## config.mk

```make
export PLATFORM = sky130hd
export DESIGN_NAME = snake_dir_controller
export DESIGN_NICKNAME = d
export VERILOG_FILES = /design/src/rtl/snake_dir_controller.sv
export SDC_FILE = /design/constraint.sdc
export NUM_CORES = 1
export LEC_CHECK = 0
export ABC_AREA = 1
export BUFFER_PORTS_ARGS = -buffer_cell sky130_fd_sc_hd__buf_4
export CAP_MARGIN = 30
export CORE_ASPECT_RATIO = 1.2
export CORE_MARGIN = 2
export CORE_UTILIZATION = 35
export DETAILED_ROUTE_END_ITERATION = 10
export PLACE_DENSITY = 0.63
export SKIP_LAST_GASP = 1
export SLEW_MARGIN = 20
export SYNTH_ARGS = -nofsm -noshare
export SYNTH_HDL_FRONTEND = slang
export SYNTH_SLANG_ARGS = --single-unit
```

## constraint.sdc

```tcl
create_clock -name clk -period 4.4 [get_ports clk]
set_input_delay 1.1 -clock clk [delete_from_list [all_inputs] [get_ports clk]]
set_output_delay 1.1 -clock clk [all_outputs]
set_load 0.02 [all_outputs]
```

## src/rtl/snake_dir_controller.sv

```systemverilog
// -----------------------------------------------------------------------------
// snake_dir_controller
//
// Purpose
//   Converts raw gamepad direction buttons and VGA vsync into paced snake
//   move commands. Fresh button presses are edge-detected and queued in a
//   small turn FIFO. Repeats of the reference direction and 180-degree
//   reversals are rejected. Once every period frames one turn is popped and
//   a move is offered downstream over a valid/ready handshake.
//
// Handshake
//   step_valid/step_dir are registered. Once step_valid rises, both hold
//   steady until a cycle with step_valid & step_ready. step_valid drops in
//   the following cycle unless a new step came due in that same accept
//   cycle, in which case the new move is loaded and step_valid stays high.
//
// Ports
//   clk         in   system/pixel clock
//   reset       in   synchronous, active-high reset
//   vsync       in   VGA vsync level; each rising edge marks one frame
//   up/down/left/right in  direction buttons, level, active-high
//   start       in   pause toggle button, level
//   boost       in   speed-boost button (used only with SNAKE_DIR_BOOST_EN)
//   step_ready  in   downstream accepts the pending move this cycle
//   step_valid  out  move command pending
//   step_dir    out  pending move direction: 0=up 1=right 2=down 3=left
//   cur_dir     out  direction of the last issued move
//   paused      out  frame pacing halted
//   overrun     out  sticky: a step came due while a move was unaccepted
//
// Configuration
//   SNAKE_DIR_BOOST_EN : when defined, boost=1 halves the step period
//                        (minimum 1 frame). When undefined, boost is ignored.
// -----------------------------------------------------------------------------
module snake_dir_controller #(
  parameter int FRAMES_PER_STEP = 8,
  parameter int TURN_FIFO_DEPTH = 2
) (
  input  logic       clk,
  input  logic       reset,
  input  logic       vsync,
  input  logic       up,
  input  logic       down,
  input  logic       left,
  input  logic       right,
  input  logic       start,
  input  logic       boost,
  input  logic       step_ready,
  output logic       step_valid,
  output logic [1:0] step_dir,
  output logic [1:0] cur_dir,
  output logic       paused,
  output logic       overrun
);

  localparam logic [2:0] DEPTH     = 3'(TURN_FIFO_DEPTH);
  localparam logic [7:0] PERIOD_M1 = 8'(FRAMES_PER_STEP - 1);

  // Previous-cycle copies of every input for rising-edge detection.
  logic vsync_q, up_q, down_q, left_q, right_q, start_q;

  logic frame_pulse;
  logic press_up, press_down, press_left, press_right, press_start;
  logic press_any;
  logic [1:0] press_dir;

  logic [7:0] frame_cnt;
  logic       step_due;

  logic [1:0] mem [TURN_FIFO_DEPTH];
  logic [1:0] mem_next [TURN_FIFO_DEPTH];
  logic [2:0] count;
  logic [2:0] count_pp;
  logic [2:0] count_next;
  logic [1:0] tail;
  logic [1:0] ref_dir;
  logic [1:0] new_cur;
  logic       service;
  logic       pop;
  logic       push;

  assign frame_pulse = vsync & ~vsync_q;
  assign press_up    = up & ~up_q;
  assign press_down  = down & ~down_q;
  assign press_left  = left & ~left_q;
  assign press_right = right & ~right_q;
  assign press_start = start & ~start_q;

  // Only one new press per cycle is considered: up > down > left > right.
  always_comb begin
    press_any = 1'b1;
    press_dir = 2'd0;
    if (press_up)         press_dir = 2'd0;
    else if (press_down)  press_dir = 2'd2;
    else if (press_left)  press_dir = 2'd3;
    else if (press_right) press_dir = 2'd1;
    else                  press_any = 1'b0;
  end

`ifdef SNAKE_DIR_BOOST_EN
  localparam int         BOOST_PERIOD = ((FRAMES_PER_STEP >> 1) < 1) ? 1 : (FRAMES_PER_STEP >> 1);
  localparam logic [7:0] BOOST_M1     = 8'(BOOST_PERIOD - 1);
  logic [7:0] period_m1;
  assign period_m1 = boost ? BOOST_M1 : PERIOD_M1;
  // ">=" so a count left above the shortened threshold steps on the next frame.
  assign step_due  = frame_pulse & ~paused & (frame_cnt >= period_m1);
`else
  logic unused_boost;
  assign unused_boost = boost;
  assign step_due     = frame_pulse & ~paused & (frame_cnt == PERIOD_M1);
`endif

  // A due step is serviced when the output slot is empty or being accepted.
  assign service = step_due & (~step_valid | step_ready);
  assign pop     = service & (count != 3'd0);

  always_comb begin
    tail = 2'd0;
    for (int i = 0; i < TURN_FIFO_DEPTH; i++) begin
      if (3'(i) == count - 3'd1) tail = mem[i];
    end
  end

  // The reference is unaffected by a same-cycle pop: if the pop empties the
  // FIFO, the popped entry (the old tail) becomes the new cur_dir.
  assign ref_dir  = (count != 3'd0) ? tail : cur_dir;
  assign count_pp = count - {2'b00, pop};
  assign push     = press_any & (press_dir != ref_dir) &
                    (press_dir != (ref_dir ^ 2'd2)) & (count_pp < DEPTH);
  assign count_next = count_pp + {2'b00, push};
  assign new_cur    = pop ? mem[0] : cur_dir;

  // Shift-style FIFO: head is always mem[0].
  always_comb begin
    for (int i = 0; i < TURN_FIFO_DEPTH; i++) mem_next[i] = mem[i];
    if (pop) begin
      for (int i = 0; i < TURN_FIFO_DEPTH - 1; i++) mem_next[i] = mem[i + 1];
    end
    if (push) begin
      for (int i = 0; i < TURN_FIFO_DEPTH; i++) begin
        if (3'(i) == count_pp) mem_next[i] = press_dir;
      end
    end
  end

  always_ff @(posedge clk) begin
    if (reset) begin
      vsync_q    <= 1'b0;
      up_q       <= 1'b0;
      down_q     <= 1'b0;
      left_q     <= 1'b0;
      right_q    <= 1'b0;
      start_q    <= 1'b0;
      frame_cnt  <= 8'd0;
      count      <= 3'd0;
      for (int i = 0; i < TURN_FIFO_DEPTH; i++) mem[i] <= 2'd0;
      step_valid <= 1'b0;
      step_dir   <= 2'd1;
      cur_dir    <= 2'd1;
      paused     <= 1'b0;
      overrun    <= 1'b0;
    end else begin
      vsync_q <= vsync;
      up_q    <= up;
      down_q  <= down;
      left_q  <= left;
      right_q <= right;
      start_q <= start;

      if (press_start) paused <= ~paused;

      if (frame_pulse && !paused) begin
        if (step_due) frame_cnt <= 8'd0;
        else          frame_cnt <= frame_cnt + 8'd1;
      end

      count <= count_next;
      for (int i = 0; i < TURN_FIFO_DEPTH; i++) mem[i] <= mem_next[i];

      if (service) begin
        cur_dir    <= new_cur;
        step_dir   <= new_cur;
        step_valid <= 1'b1;
      end else if (step_valid && step_ready) begin
        step_valid <= 1'b0;
      end

      if (step_due && step_valid && !step_ready) overrun <= 1'b1;
    end
  end

endmodule
```

== Word level (Yosys, flattened, before mapping) ==
Memory sizes are Yosys's and may differ from the RTL's.
Cells that the tools add are included.

* Output and inout bits: 7
* Input port bits: 10
* Memories: 1
* Memory bits (writable): 4
* Flip-flop bits (word level): 22

{| class="wikitable"
|+ Memory list
! memory !! words !! width !! read ports !! clocked after Yosys merged registers in !! write ports !! RTL line !! source
|-
| mem || 2 || 2 || 2 || 0 || 2 || 70 || <nowiki>logic [1:0] mem [TURN_FIFO_DEPTH];</nowiki>
|}

* Add/sub/neg operators: 4
* Reduce and logical (&&, ||, !) cells: 11
* Muxes and demuxes: 23
* Bitwise operators: 25
* Magnitude comparators: 1
* Equal/unequal tests: 5

{| class="wikitable"
|+ Operators by type and width
! operator !! number
|-
| 2-to-1 mux 2 bit || 11
|-
| bitwise AND 1 bit || 13
|-
| 2-to-1 mux 1 bit || 10
|-
| inverter 1 bit || 9
|-
| adder 8 x 1 -> 8 bit (second input constant) || 1
|-
| == test 8 x 3 -> 1 bit (second input constant) || 1
|-
| 2-to-1 mux 8 bit || 1
|-
| == test 1 x 3 -> 1 bit (first input constant) || 2
|-
| zero test 3 bit || 2
|-
| logical AND 1 bit || 4
|-
| 2-to-1 mux 4 bit || 1
|-
| inequality test 2 bit || 2
|-
| adder 3 x 1 -> 3 bit || 1
|-
| < comparator 3 x 2 -> 1 bit (second input constant) || 1
|-
| OR 1 bit || 3
|-
| nonzero test 3 bit || 1
|-
| subtractor 3 x 1 -> 3 bit || 1
|-
| subtractor 3 x 1 -> 3 bit (second input constant) || 1
|-
| zero test 1 bit || 2
|-
| AND reduction 2 bit || 1
|-
| nonzero test 2 bit || 1
|}

== Depth between registers and ports, before layout ==
Gate-level depths: netlist of the first run.

* Depth after elaboration: 12
* Gate-level depth with buffers: 15
* Gate-level depth less buffers: 15

== Least setup slack after synthesis of the first run ==
No wires, ideal clock.

* Kind: in2reg
* Start point: input step_ready
* End point: register count[2]
* Setup slack: 1.395 ns
* Setup time: 0.127 ns
* Cell stages on the path: 13
* Path buffers: 0
* Arrival time: 2.877 ns
* Path through: nor2_1 nor2_1 nand2_4 inv_1 ha_1 ha_1 xor2_1 nor3_2 and2_1 ha_1 ha_1 o21ai_0 a21oi_1

* Longest elaborated chain between the ends: 7

{| class="wikitable"
|+ Ends and longest elaborated chain
! element !! RTL line !! source
|-
| start, declared || 48 || <nowiki>input logic step_ready,</nowiki>
|-
| OR 1 bit (*) || 114 || <nowiki>assign service = step_due & (~step_valid | step_ready);</nowiki>
|-
| bitwise AND 1 bit (*) || 114 ||
|-
| bitwise AND 1 bit (*) || 115 || <nowiki>assign pop = service & (count != 3'd0);</nowiki>
|-
| subtractor 3 x 1 -> 3 bit (*) || 127 || <nowiki>assign count_pp = count - {2'b00, pop};</nowiki>
|-
| < comparator 3 x 2 -> 1 bit || 129 || <nowiki>(press_dir != (ref_dir ^ 2'd2)) & (count_pp < DEPTH);</nowiki>
|-
| bitwise AND 1 bit || 129 ||
|-
| adder 3 x 1 -> 3 bit (*) || 130 || <nowiki>assign count_next = count_pp + {2'b00, push};</nowiki>
|-
| end signal, assigned || 177 || <nowiki>count <= count_next;</nowiki>
|-
| end, declared || 72 || <nowiki>logic [2:0] count;</nowiki>
|}

Mark *: on every way between the ends. The rest lies on a longest branch, timed or not.
A chain may end at the register's enable or synchronous reset.

== Worst setup path after layout of the first run ==
* Start point: input vsync
* End point: register count[2]

* Longest elaborated chain between the ends: 9

{| class="wikitable"
|+ Ends and longest elaborated chain
! element !! RTL line !! source
|-
| start, declared || 41 || <nowiki>input logic vsync,</nowiki>
|-
| bitwise AND 1 bit (*) || 82 || <nowiki>assign frame_pulse = vsync & ~vsync_q;</nowiki>
|-
| bitwise AND 1 bit (*) (2 in series) || 110 || <nowiki>assign step_due = frame_pulse & ~paused & (frame_cnt == PERIOD_M1);</nowiki>
|-
| bitwise AND 1 bit (*) || 114 ||
|-
| bitwise AND 1 bit (*) || 115 ||
|-
| subtractor 3 x 1 -> 3 bit (*) || 127 ||
|-
| < comparator 3 x 2 -> 1 bit || 129 ||
|-
| bitwise AND 1 bit || 129 ||
|-
| adder 3 x 1 -> 3 bit (*) || 130 ||
|}

Marked as above.

==> results of run 1 <==
[cell families (layout without fill, tap and decap cells)]
| group | count (synthesis) | after routing | synth area share |
|---|---|---|---|
| AOI/OAI and AO/OA | 18 | 18 | 0.0718 |
| adders and majority gates | 6 | 6 | 0.0583 |
| buffers and inverters | 38 | 53 | 0.117 |
| xor gates and xnor gates | 1 | 1 | 0.00680 |
| and+or+nand+nor | 95 | 95 | 0.343 |
| DFF | 26 | 26 | 0.404 |
[metal layers]
metal  routed length (microns)  track usage
met1                      1100        0.149
met2                      1040        0.190
met3                        50       0.0167
met4                        41       0.0530
met5                         0            0
[metrics by stage]
stage	worst slack, ns	util	instances	total power [mW]	hold WS, ns
3_3_place_gp	1.10	0.400	234	0.471	0.454
2_1_floorplan	1.40	-	184	0.436	0.441
6_report	1.36	0.419	238	0.668	0.475
4_1_cts	1.32	0.419	238	0.679	0.477
5_1_grt	1.19	0.419	238	0.723	0.507
3_5_place_dp	1.06	0.400	234	0.474	0.460
[worst max-delay path by stage]
stage / to / slack (ns) / cells past startpoint / from
after floorplan: count[2]$_SDFF_PP0_ / 1.40 / 13 / step_ready
after global placement: count[2]$_SDFF_PP0_ / 1.10 / 14 / vsync
after detailed placement: count[2]$_SDFF_PP0_ / 1.06 / 14 / vsync
after CTS: count[2]$_SDFF_PP0_ / 1.32 / 14 / vsync
after global routing: count[2]$_SDFF_PP0_ / 1.19 / 14 / step_ready
final: count[2]$_SDFF_PP0_ / 1.36 / 14 / vsync
[flip-flops by register name, indices dropped and copies added, names as in the netlist, 2 cells and up]
register / flops
frame_cnt: 8
count: 3
cur_dir: 2
mem: 4
[synthesized netlist by cell type, drive strengths merged]
cell type / count
nor2: 38
nand2: 35
inv: 34
dfxtp: 26
a21oi: 11
nand3: 10
ha: 6
o21ai: 6
nor3: 5
nand4: 4
buf: 2
clkbuf: 2
a211oi: 1
and2: 1
and3: 1
or3: 1
xor2: 1
[final cells by class]
type / count / share of cell area
timing repair buffer: 15 / 0.0751
tap: 39 / 0.0326
multi-input combinational: 120 / 0.412
inverter: 34 / 0.0851
clock inverter: 1 / 0.0200
sequential: 26 / 0.347
clock buffer: 3 / 0.0275
[worst max-delay path, delay by kind of cell]
family / cells / cell delay [ns]
buffers and inverters: 2 / 0.19
and+or+nand+nor: 5 / 0.72
AOI/OAI and AO/OA: 2 / 0.20
adders and majority gates: 4 / 0.68
xor gates and xnor gates: 1 / 0.30
[report_power, final]
part	switching (mW)	internal [mW]
clock	0.0769	0.122
sequential	0.0168	0.262
combinational	0.115	0.0746
==> key figures, run 1 <==
Run status
  • Status: finished clean

Logic synthesis
  • Top-area cell type share of the netlist area: 0.404
  • Syn nets: 200
  • Sequential share of the synthesized area: 0.404
  • Largest area contributor in the netlist: dfxtp_1
  • Synthesized area per cell: 7.00 sq um
  • Flops & latches, synth: 26
  • Synthesized area: 0.00129 sq mm
  • Synth area leaders: dfxtp_1 40%, nor2_1 10%, inv_1 9.6%
  • Synth unique cells: 25
  • Synth warnings: 0
  • Cells after Synth: 184

Route
  • DRC: 0
  • Vias/cell: 4.47
  • Routed wire length: 2230 microns
  • Drt pass-1 iters: 4
  • Routed vias: between 1000 and 1500
  • Post-DRT Antenna Nets: 0
  • WL per Instance: 9.35 microns
  • Drt first-iter violations: 31

Die
  • Initial Util: 0.361
  • Die Ht: 70.5 microns
  • Core area: 0.00357 sq mm
  • Core Rows: 24
  • Die extent in x: approximately 59 microns
  • Ports: 17
  • Die area: 0.00419 sq mm

Setup path
  • Worst R2R Path Depth: 14
  • Critical Path AT: 3.20 ns
  • Critical path launch point type: input port
  • Reg2reg setup slack: 1.69 ns
  • Terminus of the critical flop-to-flop path: count[2]$_SDFF_PP0_
  • CP max-delay cell: xor2_1
  • Cell mode on critical path: ha_1
  • Critical Path RT: 4.56 ns
  • Crit. End Element: flip-flop
  • Crit-path max cell delay: roughly 0.30 ns
  • Reg-to-Reg Start: frame_cnt[0]$_SDFFE_PP0P_
  • Crit-path cells: buf_4, nand3_2, nor2_4, nand2_4, inv_1, ha_1, ha_1, xor2_1, nor3_2, and2_1, ha_1, ha_1, o21ai_0, a21oi_1
  • Kind of critical path: in -> reg
  • Crit-path max FO: 7

Place
  • Port Buffers: 15
  • Detailed Place HPWL: between 1500 and 2000 microns
  • Post-DP Area: 0.00143 sq mm
  • Final Wtd Congestion: 0.762

Layout
  • Reg area: 520 sq um
  • Area of the multi-input gates: slightly above 600 sq um
  • Fin nets: 216
  • # fillers: 376
  • P&R area growth vs syn: 16.3%
  • Layout cells sized above 1: 0.156
  • Most frequent cells in the layout: 35 x nor2_1, 33 x inv_1, 33 x nand2_1
  • Commonest non-fill, non-tap cell in the layout: nor2_1
  • Final instance area: between 0.001 and 0.0015 sq mm
  • N_diodes: 0

Global routing
  • Vias in the first global route: about 950
  • First-pass GRT wire length: 3880 microns
  • GRT overflow: 0
  • Gr usage total: 0.117
  • Largest net degree at the start of global routing: 17
  • Antenna violations before repair: 0

Power
  • Pwr dens: ~450 mW/mm^2
  • Static leakage power: 0.734 nW
  • Peak VDD IR: 155 uV

Worst hold path
  • Min-Delay Path Depth: 2
  • Endpoint, Worst Hold: mem[0][2]$_SDFFE_PP0P_
  • Hold wc startpoint: mem[0][2]$_SDFFE_PP0P_
  • Hold Path Class: reg -> reg

Timing
  • Final period util: 0.691
  • RSZ-0062 raised after global routing: false
  • Endpoints failing setup: 0
  • Fin crit period: 3.04 ns
  • Clk_skew: a little under 0.003 ns
  • FMAX: 329 MHz
  • Final hold viol count: 0
  • Post-route setup TNS: 0 ns
  • Max-slew violations: 0
  • Slew Limit Headroom: 0.779
  • Slew at the pin closest to its max-slew limit: 0.331 ns

Clock tree
  • H-tree depth: 1
  • Root cell of the clock tree: clkbuf_8
  • # hold bufs at CTS: 0
  • TritonCTS buffer count: 3
  • Post-CTS Setup Bufs: 0
  • Clock-pin slew on the worst setup and hold paths: 0.09 ns
  • Clock Tree Buf Depth: 2
  • Clock sinks: 26
  • CTS tree: done
  • Insertion delay to the later sink of the worst-skew pair: 0.27 ns
  • Resized cells post-CTS: 0

Flow run
  • Number of max-cap violations: 0
No activity file was read; power rests on OpenSTA's default activity.
==> run 2, diff against run 1 <==
--- a/config.mk
+++ b/config.mk
@@ -5,7 +5,7 @@
 export SDC_FILE = /design/constraint.sdc
 export NUM_CORES = 1
 export LEC_CHECK = 0
-export ABC_AREA = 1
+export ABC_AREA = 0
 export BUFFER_PORTS_ARGS = -buffer_cell sky130_fd_sc_hd__buf_4
 export CAP_MARGIN = 30
 export CORE_ASPECT_RATIO = 1.2
==> constraint.sdc (replaced) <==
create_clock -name clk -period 3 [get_ports clk]
set_input_delay 0.75 -clock clk [delete_from_list [all_inputs] [get_ports clk]]
set_output_delay 0.75 -clock clk [all_outputs]
set_load 0.02 [all_outputs]
==> run 2 against run 1 <==
  * The run now ends with DRC left
  * Final cell count down 21%
  * Routed wire length increased by 5.8%
  * Synthesized area decreased by 1.7%
  * Sequential cell count unchanged
  * Sequential share of layout area up 0.50 points
  * First-iteration DRC count down 52%
  * Register-to-register slack worse by 1.3 ns
  * Critical path depth did not move
  * Sequential power up 45%
  * Synthesized cell count fell by 27%
  * Critical endpoint unchanged
==> key figures, run 2 <==
Power
  • Switch share: 0.299
  • P_int: around 0.6 mW
  • Reg power frac: 0.459
  • Clock power share: 0.268
  • Net Sw Power: 0.263 mW
  • Static leakage power: 0.656 nW
  • Pwr dens: 596 mW/mm^2
  • Comb pwr share: 0.274
  • Peak VDD IR: 285 uV

Layout
  • Final instance area: 0.00148 sq mm
  • Commonest non-fill, non-tap cell in the layout: dfxtp_1
  • Final Core Density: 0.435
  • Most frequent cells in the layout: 26 x dfxtp_1, 19 x buf_4, 16 x nor2_1
  • Largest register by flop count: frame_cnt
  • Layout cells sized above 1: 0.205
  • Layout Cells excl Fill: 188
  • Max reg flops: 8
  • Registers with the most flip-flops: frame_cnt: 8 flops, mem: 4 flops, count: 3 flops
  • Fin nets: 168
  • P&R area growth vs syn: 16.6%
  • N_diodes: 0

Die
  • Die area: 0.00412 sq mm
  • Core Rows: 23
  • Core area: 0.00340 sq mm
  • Die Ht: 69.9 microns
  • Initial Util: 0.373
  • Ports: 17
  • Die extent in x: a little under 60 microns

Clock tree
  • Clock Tree Buf Depth: 2
  • Clock-pin slew on the worst setup and hold paths: ~0.10 ns
  • Insertion delay to the later sink of the worst-skew pair: 0.28 ns
  • Clock sinks: 26
  • Root cell of the clock tree: clkbuf_8
  • Resized cells post-CTS: 0
  • Post-CTS Setup Bufs: 0
  • TritonCTS buffer count: 3
  • # hold bufs at CTS: 0
  • CTS tree: done
  • H-tree depth: 1

Route
  • Drt pass-1 iters: 7
  • Routed wire length: 2360 microns
  • WL per Instance: 12.5 microns
  • DRC: 1
  • Post-DRT Antenna Nets: 0
  • Drt first-iter violations: 15
  • Vias/cell: approximately 5
  • Routed vias: 959

Timing
  • Slew Limit Headroom: 0.768
  • Fin crit period: 2.65 ns
  • FMAX: around 380 MHz
  • RSZ-0062 raised after global routing: false
  • Post-route setup TNS: 0 ns
  • Final hold viol count: 0
  • Clk_skew: 0.00933 ns
  • Max-slew violations: 0
  • Slew at the pin closest to its max-slew limit: approximately 0.35 ns
  • Final Worst Setup Slack: 0.351 ns
  • Final period util: 0.883
  • Endpoints failing setup: 0

Place
  • Pre-CTS WS: 0.0637 ns
  • Final Wtd Congestion: 0.779
  • Post-DP Area: around 0.0014 sq mm
  • Port Buffers: 15
  • Dpl cells: 184
  • Detailed Place HPWL: approximately 1800 microns

Setup path
  • Kind of critical path: reg -> reg
  • Critical path launch point type: flip-flop
  • CP delay by family, top: adder cells
  • Crit-path cells: ha_1, and2_1, and4_1, nand2_4, inv_1, ha_1, ha_1, xnor2_1, and2_1, and2_1, ha_1, ha_1, xor2_1, nor2_1
  • Cell mode on critical path: ha_1
  • Worst path bufs/invs: 1
  • Crit-path max FO: 4
  • Crit-path max cell delay: approximately 0.34 ns
  • Critical Path AT: 2.81 ns
  • CP max-delay cell: dfxtp_1
  • Crit. End Element: flip-flop
  • Critical Path RT: 3.16 ns

Worst hold path
  • Hold Path Class: reg -> reg

Logic synthesis
  • Number of flops mapped to enable cells by yosys: 0
  • Flops & latches, synth: 26
  • Synthesized area per cell: approximately 9.5 sq um
  • Cells after Synth: 134
  • Sequential share of the synthesized area: 0.411
  • Synth area leaders: dfxtp_1 41%, nor2b_1 7.4%, ha_1 5.9%
  • Synth warnings: 0
  • Synthesized area: 0.00127 sq mm
  • Top-area cell type share of the netlist area: 0.411
  • Most frequent cells after synthesis: 26 x dfxtp_1, 16 x nor2_1, 15 x nor2b_1
  • Post-synth top flop: dfxtp_1
  • Async SR Flop Fraction: 0
  • Syn nets: 150
  • Count leader, synth: dfxtp_1
  • Largest area contributor in the netlist: dfxtp_1
  • Synth unique cells: 33

Global routing
  • Antenna violations before repair: 0
  • Gr usage total: 0.133
  • GRT overflow: 0
  • Vias in the first global route: 1003
  • First-pass GRT wire length: 4280 microns
  • Largest net degree at the start of global routing: 29

Flow run
  • Number of max-cap violations: 0

Run status
  • Failing checks: DRC
  • Status: complete, but fails checks
## run 2: cell count changes in the layout (fill, tap and decap cells not counted), sizes merged, moves of 5 or more
cell	before	now
a21oi	11	6
inv	34	7
nand2	35	5
nor2	38	16
nor2b	0	15
o21ai	6	1
## run 2: metrics by stage
stage	total power [mW]	hold slack (ns)
after global routing	0.939	0.522
after global placement	0.641	0.468
after detailed placement	0.656	0.485
after CTS	0.886	0.498
final	0.881	0.501
after floorplan	0.593	0.458
## run 2: path summary, 6_finish.rpt
| check | slack (ns) | to | from | cells after the start |
|---|---|---|---|---|
| worst max-delay path | 0.35 | count[2]$_SDFF_PP0_ | frame_cnt[0]$_SDFFE_PP0P_ | 14 |
| worst min-delay path | 0.50 | cur_dir[1]$_SDFFE_PP0P_ | mem[0][1]$_SDFF_PP0_ | 2 |
| worst max register to register | 0.35 | count[2]$_SDFF_PP0_ | frame_cnt[0]$_SDFFE_PP0P_ | 14 |
| worst min register to register | 0.50 | cur_dir[1]$_SDFFE_PP0P_ | mem[0][1]$_SDFF_PP0_ | 2 |
## run 2: power groups by stage
stage,sequential [mW],combinational (mW),clock [mW]
global route,0.410,0.277,0.252
finish,0.404,0.241,0.236
detailed placement,0.412,0.243,0
CTS,0.404,0.247,0.235
floorplan,0.407,0.186,0
global placement,0.410,0.231,0
## run 2: layer usage
metal	up-vias	share of wire	GRT usage
met2	13	0.53	0.238
met5	-	0	0
li1	480	-	-
met3	5	0.030	0.0259
met1	461	0.41	0.143
met4	0	0.025	0.0682
## run 2: cell type report
type | instances | area, sq um
well taps | 37 | 46.3
flip-flops and latches | 26 | 520
fillers | 352 | 1920
inverters | 7 | 26.3
repair buffers | 19 | 143
clock buffers | 4 | 55.1
multi-input cells | 95 | 687
## run 2: kinds of logic after synthesis
family | count (synthesis) | synth area share
AO/OA/AOI/OAI | 14 | 0.0967
XOR/XNOR | 9 | 0.0622
adder cells (fa/ha/maj) | 6 | 0.0592
buffers and inverters | 13 | 0.0474
flip-flops | 26 | 0.411
multiplexers | 5 | 0.0474
AND/OR/NAND/NOR | 61 | 0.276
## run 2: worst register-to-register path, delay by kind of cell, from the launching register on
family / cells / cell delay, ns
adders and majority gates: 5 / 0.95
DFF: 1 / 0.34
xor gates and xnor gates: 2 / 0.31
buffers and inverters: 1 / 0.05
and+or+nand+nor: 6 / 0.88
==> run 3, diff against run 2 <==
--- a/config.mk
+++ b/config.mk
@@ -13,6 +13,7 @@
 export CORE_UTILIZATION = 35
 export DETAILED_ROUTE_END_ITERATION = 10
 export PLACE_DENSITY = 0.63
+export RECOVER_POWER = 50
 export SKIP_LAST_GASP = 1
 export SLEW_MARGIN = 20
 export SYNTH_ARGS = -nofsm -noshare
==> run 3 against run 2 <==
  * The flow still finishes with violations (DRC)
  * Count of clock-buffer cells in the layout unchanged
  * Final cell count unchanged
  * Clock skew down 0.0017 ns
  * Critical path depth unchanged
  * Global-route usage unchanged
  * Via count down 0.52%
  * Hold slack about the same
  * Sequential share of layout area up 0.27 points
  * Sequential power about the same
  * Largest cell class unchanged
  * Routed wire length up 0.30%
==> key figures, run 3 (synthesized netlist as in run 2, its figures left out) <==
Run status
  • Status: complete, but fails checks
  • Failing checks: DRC

Clock tree
  • Clock Tree Buf Depth: 2
  • Root cell of the clock tree: clkbuf_8
  • H-tree depth: 1
  • Post-CTS Setup Bufs: 0
  • Clock-pin slew on the worst setup and hold paths: 0.10 ns
  • CTS tree: done
  • Resized cells post-CTS: 0
  • TritonCTS buffer count: 3
  • Clock sinks: 26
  • # hold bufs at CTS: 0
  • Insertion delay to the later sink of the worst-skew pair: 0.28 ns

Place
  • Dpl cells: 184
  • Post-DP Area: between 0.001 and 0.0015 sq mm
  • Final Wtd Congestion: just under 0.8
  • Port Buffers: 15
  • Pre-CTS WS: roughly 0.064 ns
  • Detailed Place HPWL: 1790 microns

Timing
  • Min Hold Slack: 0.501 ns
  • Final hold viol count: 0
  • Post-route setup TNS: 0 ns
  • Fin crit period: 2.69 ns
  • FMAX: 372 MHz
  • Slew Limit Headroom: 0.205
  • Max-slew violations: 0
  • RSZ-0062 raised after global routing: false
  • Slew at the pin closest to its max-slew limit: 1.19 ns
  • Final period util: 0.896
  • Endpoints failing setup: 0
  • Clk_skew: between 0.007 and 0.008 ns
  • Final Worst Setup Slack: 0.312 ns

Layout
  • Registers with the most flip-flops: frame_cnt: 8 flops, mem: 4 flops, count: 3 flops
  • Commonest non-fill, non-tap cell in the layout: dfxtp_1
  • Final instance area: about 0.0015 sq mm
  • Max reg flops: 8
  • Largest register by flop count: frame_cnt
  • Layout cells sized above 1: 0.185
  • Fin nets: 168
  • Most frequent cells in the layout: 26 x dfxtp_1, 16 x nor2_1, 16 x buf_4
  • N_diodes: 0
  • P&R area growth vs syn: 15.7%
  • Layout Cells excl Fill: roughly 190

Die
  • Die Ht: about 70 microns
  • Initial Util: 0.373
  • Ports: 17
  • Die extent in x: 58.9 microns
  • Core area: 0.00340 sq mm
  • Core Rows: 23
  • Die area: 0.00412 sq mm

Setup path
  • Crit-path max FO: 4
  • Kind of critical path: reg -> reg
  • Critical Path AT: 2.81 ns
  • Reg-to-Reg Start: frame_cnt[0]$_SDFFE_PP0P_
  • Critical path launch point type: flip-flop
  • Crit. End Element: flip-flop
  • Terminus of the critical flop-to-flop path: count[2]$_SDFF_PP0_
  • Worst R2R Path Depth: 14
  • Reg2reg setup slack: 0.31 ns
  • Critical Path RT: 3.12 ns

Route
  • WL per Instance: about 13 microns
  • DRC: 1
  • Drt first-iter violations: 21
  • Post-DRT Antenna Nets: 0
  • Routed wire length: 2360 microns
  • Drt pass-1 iters: 7
  • Routed vias: about 950
  • Vias/cell: 5.07

Worst hold path
  • Hold wc startpoint: mem[0][1]$_SDFF_PP0_
  • Hold Path Class: reg -> reg
  • Min-Delay Path Depth: 2
  • Endpoint, Worst Hold: cur_dir[1]$_SDFFE_PP0P_

Global routing
  • First-pass GRT wire length: approximately 4300 microns
  • Largest net degree at the start of global routing: 29
  • Vias in the first global route: 1003
  • GRT overflow: 0
  • Antenna violations before repair: 0
  • Gr usage total: 0.133

Flow run
  • Number of max-cap violations: 0

Power
  • Static leakage power: between 0.6 and 0.7 nW
  • Peak VDD IR: 285 uV
  • Pwr dens: 600 mW/mm^2
-- run 3: cell count changes in the layout (fill, tap and decap cells not counted) --
cell / change
clkbuf_1: +3
buf_4: -3
-- run 3: how the worst max path moves through the flow --
stage,slack [ns],from,to,cells after the start
2_1_floorplan,0.13,vsync,count[1]$_SDFF_PP0_,13
3_3_place_gp,0.12,vsync,count[2]$_SDFF_PP0_,14
3_5_place_dp,0.06,vsync,count[2]$_SDFF_PP0_,14
4_1_cts,0.33,frame_cnt[0]$_SDFFE_PP0P_,count[2]$_SDFF_PP0_,14
5_1_grt,0.12,frame_cnt[0]$_SDFFE_PP0P_,count[2]$_SDFF_PP0_,14
6_report,0.31,frame_cnt[0]$_SDFFE_PP0P_,count[2]$_SDFF_PP0_,14
-- run 3: layout make-up --
class / count / area (sq um)
flip-flops and latches: 26 / 520
multi-input cells: 95 / 687
well taps: 37 / 46.3
repair buffers: 19 / 131
fillers: 358 / 1930
inverters: 7 / 26.3
clock buffers: 4 / 55.1
-- run 3: worst max-delay path, stage by stage, from the launching register on --
cell,delay (ns)
dfxtp_1,0.34
ha_1,0.21
and2_1,0.19
and4_1,0.24
nand2_4,0.06
inv_1,0.05
ha_1,0.18
ha_1,0.19
xnor2_1,0.15
and2_1,0.18
and2_1,0.15
ha_1,0.18
ha_1,0.19
xor2_1,0.16
nor2_1,0.05
-- run 3: layer usage --
metal	GRT usage	wire length, microns	vias to the layer above
met3	0.0259	64	5
li1	-	-	480
met5	0	0	-
met4	0.0682	60	0
met1	0.143	979	460
met2	0.238	1260	9
-- run 3: power by group --
group / switching, mW / internal [mW] / total, mW
Sequential: 0.0252 / 0.379 / 0.404
Clock: 0.117 / 0.118 / 0.235
Combinational: 0.120 / 0.121 / 0.240
Total: 0.262 / 0.617 / 0.879
-- run 3: through the flow --
step | power [mW] | util
2_1_floorplan | 0.593 | -
3_3_place_gp | 0.641 | 0.419
3_5_place_dp | 0.656 | 0.419
4_1_cts | 0.886 | 0.435
5_1_grt | 0.939 | 0.432
6_report | 0.879 | 0.432
